`config.mk`:
```
export PLATFORM = sky130hd
export DESIGN_NAME = fetch_sequencer
export DESIGN_NICKNAME = d
export VERILOG_FILES = /design/src/rtl/fetch_sequencer.sv
export SDC_FILE = /design/constraint.sdc
export NUM_CORES = 1
export LEC_CHECK = 0
export ABC_AREA = 1
export ABC_CLOCK_PERIOD_IN_PS = 4400
export BUFFER_PORTS_ARGS = -buffer_cell sky130_fd_sc_hd__buf_2
export CORE_MARGIN = 5
export CORE_UTILIZATION = 55
export DETAILED_ROUTE_END_ITERATION = 7
export GPL_TIMING_DRIVEN = 1
export PLACE_DENSITY = 0.86
export SLEW_MARGIN = 20
export SYNTH_ARGS = -nofsm -noshare
export SYNTH_HDL_FRONTEND = slang
export SYNTH_SLANG_ARGS = --single-unit
```
`constraint.sdc`:
```
create_clock -name clk -period 4.4 [get_ports clk]
set_clock_uncertainty 0.1 [all_clocks]
set_input_delay 0.66 -clock clk [delete_from_list [all_inputs] [get_ports clk]]
set_output_delay 0.66 -clock clk [all_outputs]
set_load 0.01 [all_outputs]
```
`src/rtl/fetch_sequencer.sv`:
```
// rtl/fetch_sequencer.sv - multi-cycle IF/ID/EX/MEM/WB sequencer with PC update; option macro FETCH_MISALIGN_TRAP_EN
module fetch_sequencer #(
  parameter logic [31:0] RESET_PC = 32'h0000_0000
) (
  input  logic        clk,
  input  logic        reset_n,
  input  logic [31:0] i_data_read,
  input  logic        i_ready,
  input  logic        mem_access,
  input  logic        d_ready,
  input  logic [1:0]  pc_cmd,
  input  logic        pc_rel,
  input  logic [31:0] imm,
  input  logic [31:0] rs1_val,
  output logic [31:0] i_address,
  output logic        i_read,
  output logic [31:0] instr,
  output logic [31:0] pc_plus4,
  output logic        if_stage,
  output logic        id_stage,
  output logic        ex_stage,
  output logic        mem_stage,
  output logic        wb_stage,
  output logic        trap
);

  localparam logic [2:0] S_IF   = 3'd0;
  localparam logic [2:0] S_ID   = 3'd1;
  localparam logic [2:0] S_EX   = 3'd2;
  localparam logic [2:0] S_MEM  = 3'd3;
  localparam logic [2:0] S_WB   = 3'd4;
`ifdef FETCH_MISALIGN_TRAP_EN
  localparam logic [2:0] S_TRAP = 3'd5;
`endif

  logic [2:0]  state;
  logic [31:0] pc;
  logic [31:0] target;
  logic        taken;

  assign pc_plus4  = pc + 32'd4;
  assign i_address = pc;

  assign if_stage  = (state == S_IF);
  assign id_stage  = (state == S_ID);
  assign ex_stage  = (state == S_EX);
  assign mem_stage = (state == S_MEM);
  assign wb_stage  = (state == S_WB);
  assign i_read    = if_stage;

`ifdef FETCH_MISALIGN_TRAP_EN
  assign trap = (state == S_TRAP);
`else
  assign trap = 1'b0;
`endif

  // Branch decision and target; only consumed while in WB
  always_comb begin
    taken  = (pc_cmd == 2'b11)
           | ((pc_cmd == 2'b01) && (rs1_val == 32'd0))
           | ((pc_cmd == 2'b10) && (rs1_val != 32'd0));
    target = pc_rel ? (pc_plus4 + imm) : rs1_val;
  end

  // Stage sequencing, instruction latch and PC update at the end of WB
  always_ff @(posedge clk) begin
    if (!reset_n) begin
      state <= S_IF;
      pc    <= RESET_PC;
      instr <= 32'd0;
    end else begin
      case (state)
        S_IF: begin
          if (i_ready) begin
            instr <= i_data_read;
            state <= S_ID;
          end
        end
        S_ID:  state <= S_EX;
        S_EX:  state <= S_MEM;
        S_MEM: begin
          if (!mem_access || d_ready) state <= S_WB;
        end
        S_WB: begin
          state <= S_IF;
          if (!taken) begin
            pc <= pc_plus4;
`ifdef FETCH_MISALIGN_TRAP_EN
          end else if (target[1:0] != 2'b00) begin
            // Misaligned target: keep pc for post-mortem, park until reset
            state <= S_TRAP;
          end else begin
            pc <= target;
          end
`else
          end else begin
            pc <= target & 32'hFFFF_FFFC;
          end
`endif
        end
`ifdef FETCH_MISALIGN_TRAP_EN
        S_TRAP: state <= S_TRAP;
`endif
        default: state <= S_IF;
      endcase
    end
  end

endmodule
```
==> out/results.tsv <==
metric	value	unit
crit path DAT	3.74	ns
Clock Path Buffers	2	
synth cell count leaders	nand2_1, nor2_1, inv_1	
effective utilization at floorplan	0.5598	
largest area contributor in the netlist	dfxtp_1	
cell count after synthesis	1045	
CP most frequent cell	nand2_1	
Synth warnings	0	
Area after DPL	7133	µm²
ANT nets after route	0	
Crit path required time	4.52	ns
DR DRC count	0	
First-pass DRT Iterations	7	
Hold Vio Cnt, Final	0	
first-pass GRT wire length	31940	µm
largest net degree at the start of global routing	49	
placeable core area	10840	µm²
chip height	115.0	µm
Final Total Pwr	1613	µW
Fin Hold WS	0.3609	ns
Max Clock Freq	276.1	MHz
row count	38	
Die Width	115.0	µm
IO Count	207	
buffers added on ports	199	
number of antenna diodes	0	
synthesized cell area	6068	µm²
EDFF count, synth	0	
clock buffer count from CTS	9	
Final setup violation count	0	
max-slew violation count	0	
Final Cell Area	7341	µm²
die area	13230	µm²
CTS resizes	0	
cell family with most CP delay	simple AND/OR/NAND/NOR gates	
cells along the critical path	ha_1 > nand2_2 > nor2_4 > nand4_4 > nor2_2 > xor2_1 > ha_1 > nand2_1 > nand2_1 > inv_1 > nand2_1 > a21oi_1 > nand2_1 > nand2_1 > nand2_1 > nand2_1 > nand2_1 > o21ai_0 > a21oi_1	
Synth top area share	0.2144	
initial antenna violation count	0	
most numerous cell in the Yosys netlist	nand2_1	
relative slew slack	0.5798	
Async S/R FF share, synth	0	
worst hold path class	reg -> reg	
worst-path maximum fanout	5	
Cell variety after synth	39	
Setup TNS	0	ns
top cells by area, synth	dfxtp_1, nand2_1, nor2_1	
CTS clock-pin slew for the worst setup and hold paths	0.08	ns
GP Congestion	1.020	
CTS sink count	65	
GRT overflow	0	
Worst setup EP type	register	
nets	1367	
WL/cell	14.70	µm
min cycle time layout	3.621	ns
drt initial violations	721	
slowest CP cell	dfxtp_1	
RSZ-0062 raised after global routing	false	
CP Buf/Inv Count	1	
Area Overhead vs Synth	20.97	%
top_reg_cell synth	dfxtp_1	
Via Count	7267	
Tot GR Track Use	0.2991	
maximum vdd drop	0.0002664	V
HPWL after DPL	16250	µm
CTS tree	built	
crit path kind	reg -> reg	
setup repair bufs after CTS	0	
max_cap viols	0	
crit-path max cell delay	0.43	ns
Post-Route WL	20160	µm
Util after Layout	0.6772	
PD cells	219.7	nW/µm²
Worst Tran Pin Value	0.6293	ns
CP Launch Type	register	
CTS H-tree depth	3	
share of post-route cells with drive strength above 1	0.2112	
sequential fraction of the synthesis area	0.2144	
DR vias/cell	5.301	
Lkg Pwr	0.004143	µW
#FFs+latches synth	65	
hold buffers post-CTS	0	
worst-skew pair later-pin latency	0.36	ns
vias in the first global route	6750	
status	finished clean	
Syn Area/Cell	5.807	µm²
Root Buffer	clkbuf_8	
Final Cycle Share	0.8231	
cell usage in the layout, fill, tap and decap left out, types with 2 or more instances in the layout:
cell type / netlist / routed
a21oi_1: 99 / 99
a21oi_2: 3 / 3
and2_1: 3 / 3
buf_2: 6 / 199
buf_4: 6 / 7
clkbuf_8: 0 / 9
conb_1: 1 / 5
dfxtp_1: 65 / 65
ha_1: 37 / 37
inv_1: 127 / 127
inv_2: 5 / 5
inv_6: 0 / 3
nand2_1: 296 / 296
nand2_2: 7 / 7
nand3_1: 83 / 83
nand3_2: 5 / 5
nand3b_1: 3 / 3
nand4_1: 10 / 10
nor2_1: 140 / 139
nor2_2: 6 / 7
nor2_4: 3 / 3
nor3_1: 8 / 7
nor3_2: 2 / 3
nor3b_1: 2 / 2
o211ai_1: 8 / 8
o21ai_0: 47 / 47
o21bai_1: 6 / 6
o22ai_1: 2 / 2
xnor2_1: 9 / 9
xor2_1: 21 / 21
path summary, 6_finish.rpt:
check | start | endpoint | slack, ns | depth (start not counted)
hold / removal | instr[21] | instr[21] | 0.36 | 2
hold reg to reg | instr[21] | instr[21] | 0.36 | 2
setup reg to reg | i_address[2] | i_address[23] | 0.78 | 19
setup / recovery | i_address[2] | i_address[23] | 0.78 | 19
metal layers:
metal,global-route usage,share of wire,vias up
met1,0.3888,0.41,3175
met2,0.4846,0.45,356
li1,-,-,3679
met5,0,0,-
met3,0.05474,0.095,57
met4,0.1307,0.041,0
cell type report:
| cell class | count | area [µm²] |
|---|---|---|
| Multi-Input combinational cell | 812 | 4113 |
| Fill cell | 1054 | 3500 |
| Tap cell | 140 | 175.2 |
| Timing Repair Buffer | 206 | 1049 |
| Inverter | 132 | 495.5 |
| Clock buffer | 9 | 123.9 |
| Sequential cell | 65 | 1301 |
| Clock inverter | 7 | 83.83 |
through the flow:
stage,instances,worst slack (ns)
global placement,1355,1.054
floorplan,1049,1.457
finish,1371,0.7786
global route,1371,0.5789
detailed placement,1355,0.8929
CTS,1371,0.8634
sequential cells by signal, summed over array words and instances (netlist names):
register   count
instr         32
i_address     30
state          3
worst min-delay path: stages, from the launching register on:
cell and delay (ns):
dfxtp_1 0.31, nand2_1 0.06, a21oi_1 0.05
power breakdown:
| part | leakage [µW] | total [µW] | internal, µW | switching (µW) |
|---|---|---|---|---|
| sequential | 0.000529 | 646 | 622 | 24.4 |
| combinational | 0.00351 | 428 | 159 | 270 |
| clock | 0.000103 | 538 | 272 | 266 |
| total | 0.00414 | 1610 | 1050 | 560 |
cells by family after synthesis:
| group | share of synthesized area |
|---|---|
| xor gates and xnor gates | 0.04866 |
| adders and majority gates | 0.07629 |
| buffers and inverters | 0.1128 |
| AOI/OAI and AO/OA | 0.1478 |
| other | 0.0006180 |
| DFF | 0.2144 |
| and+or+nand+nor | 0.3994 |
(Power assumes the default switching activity.)
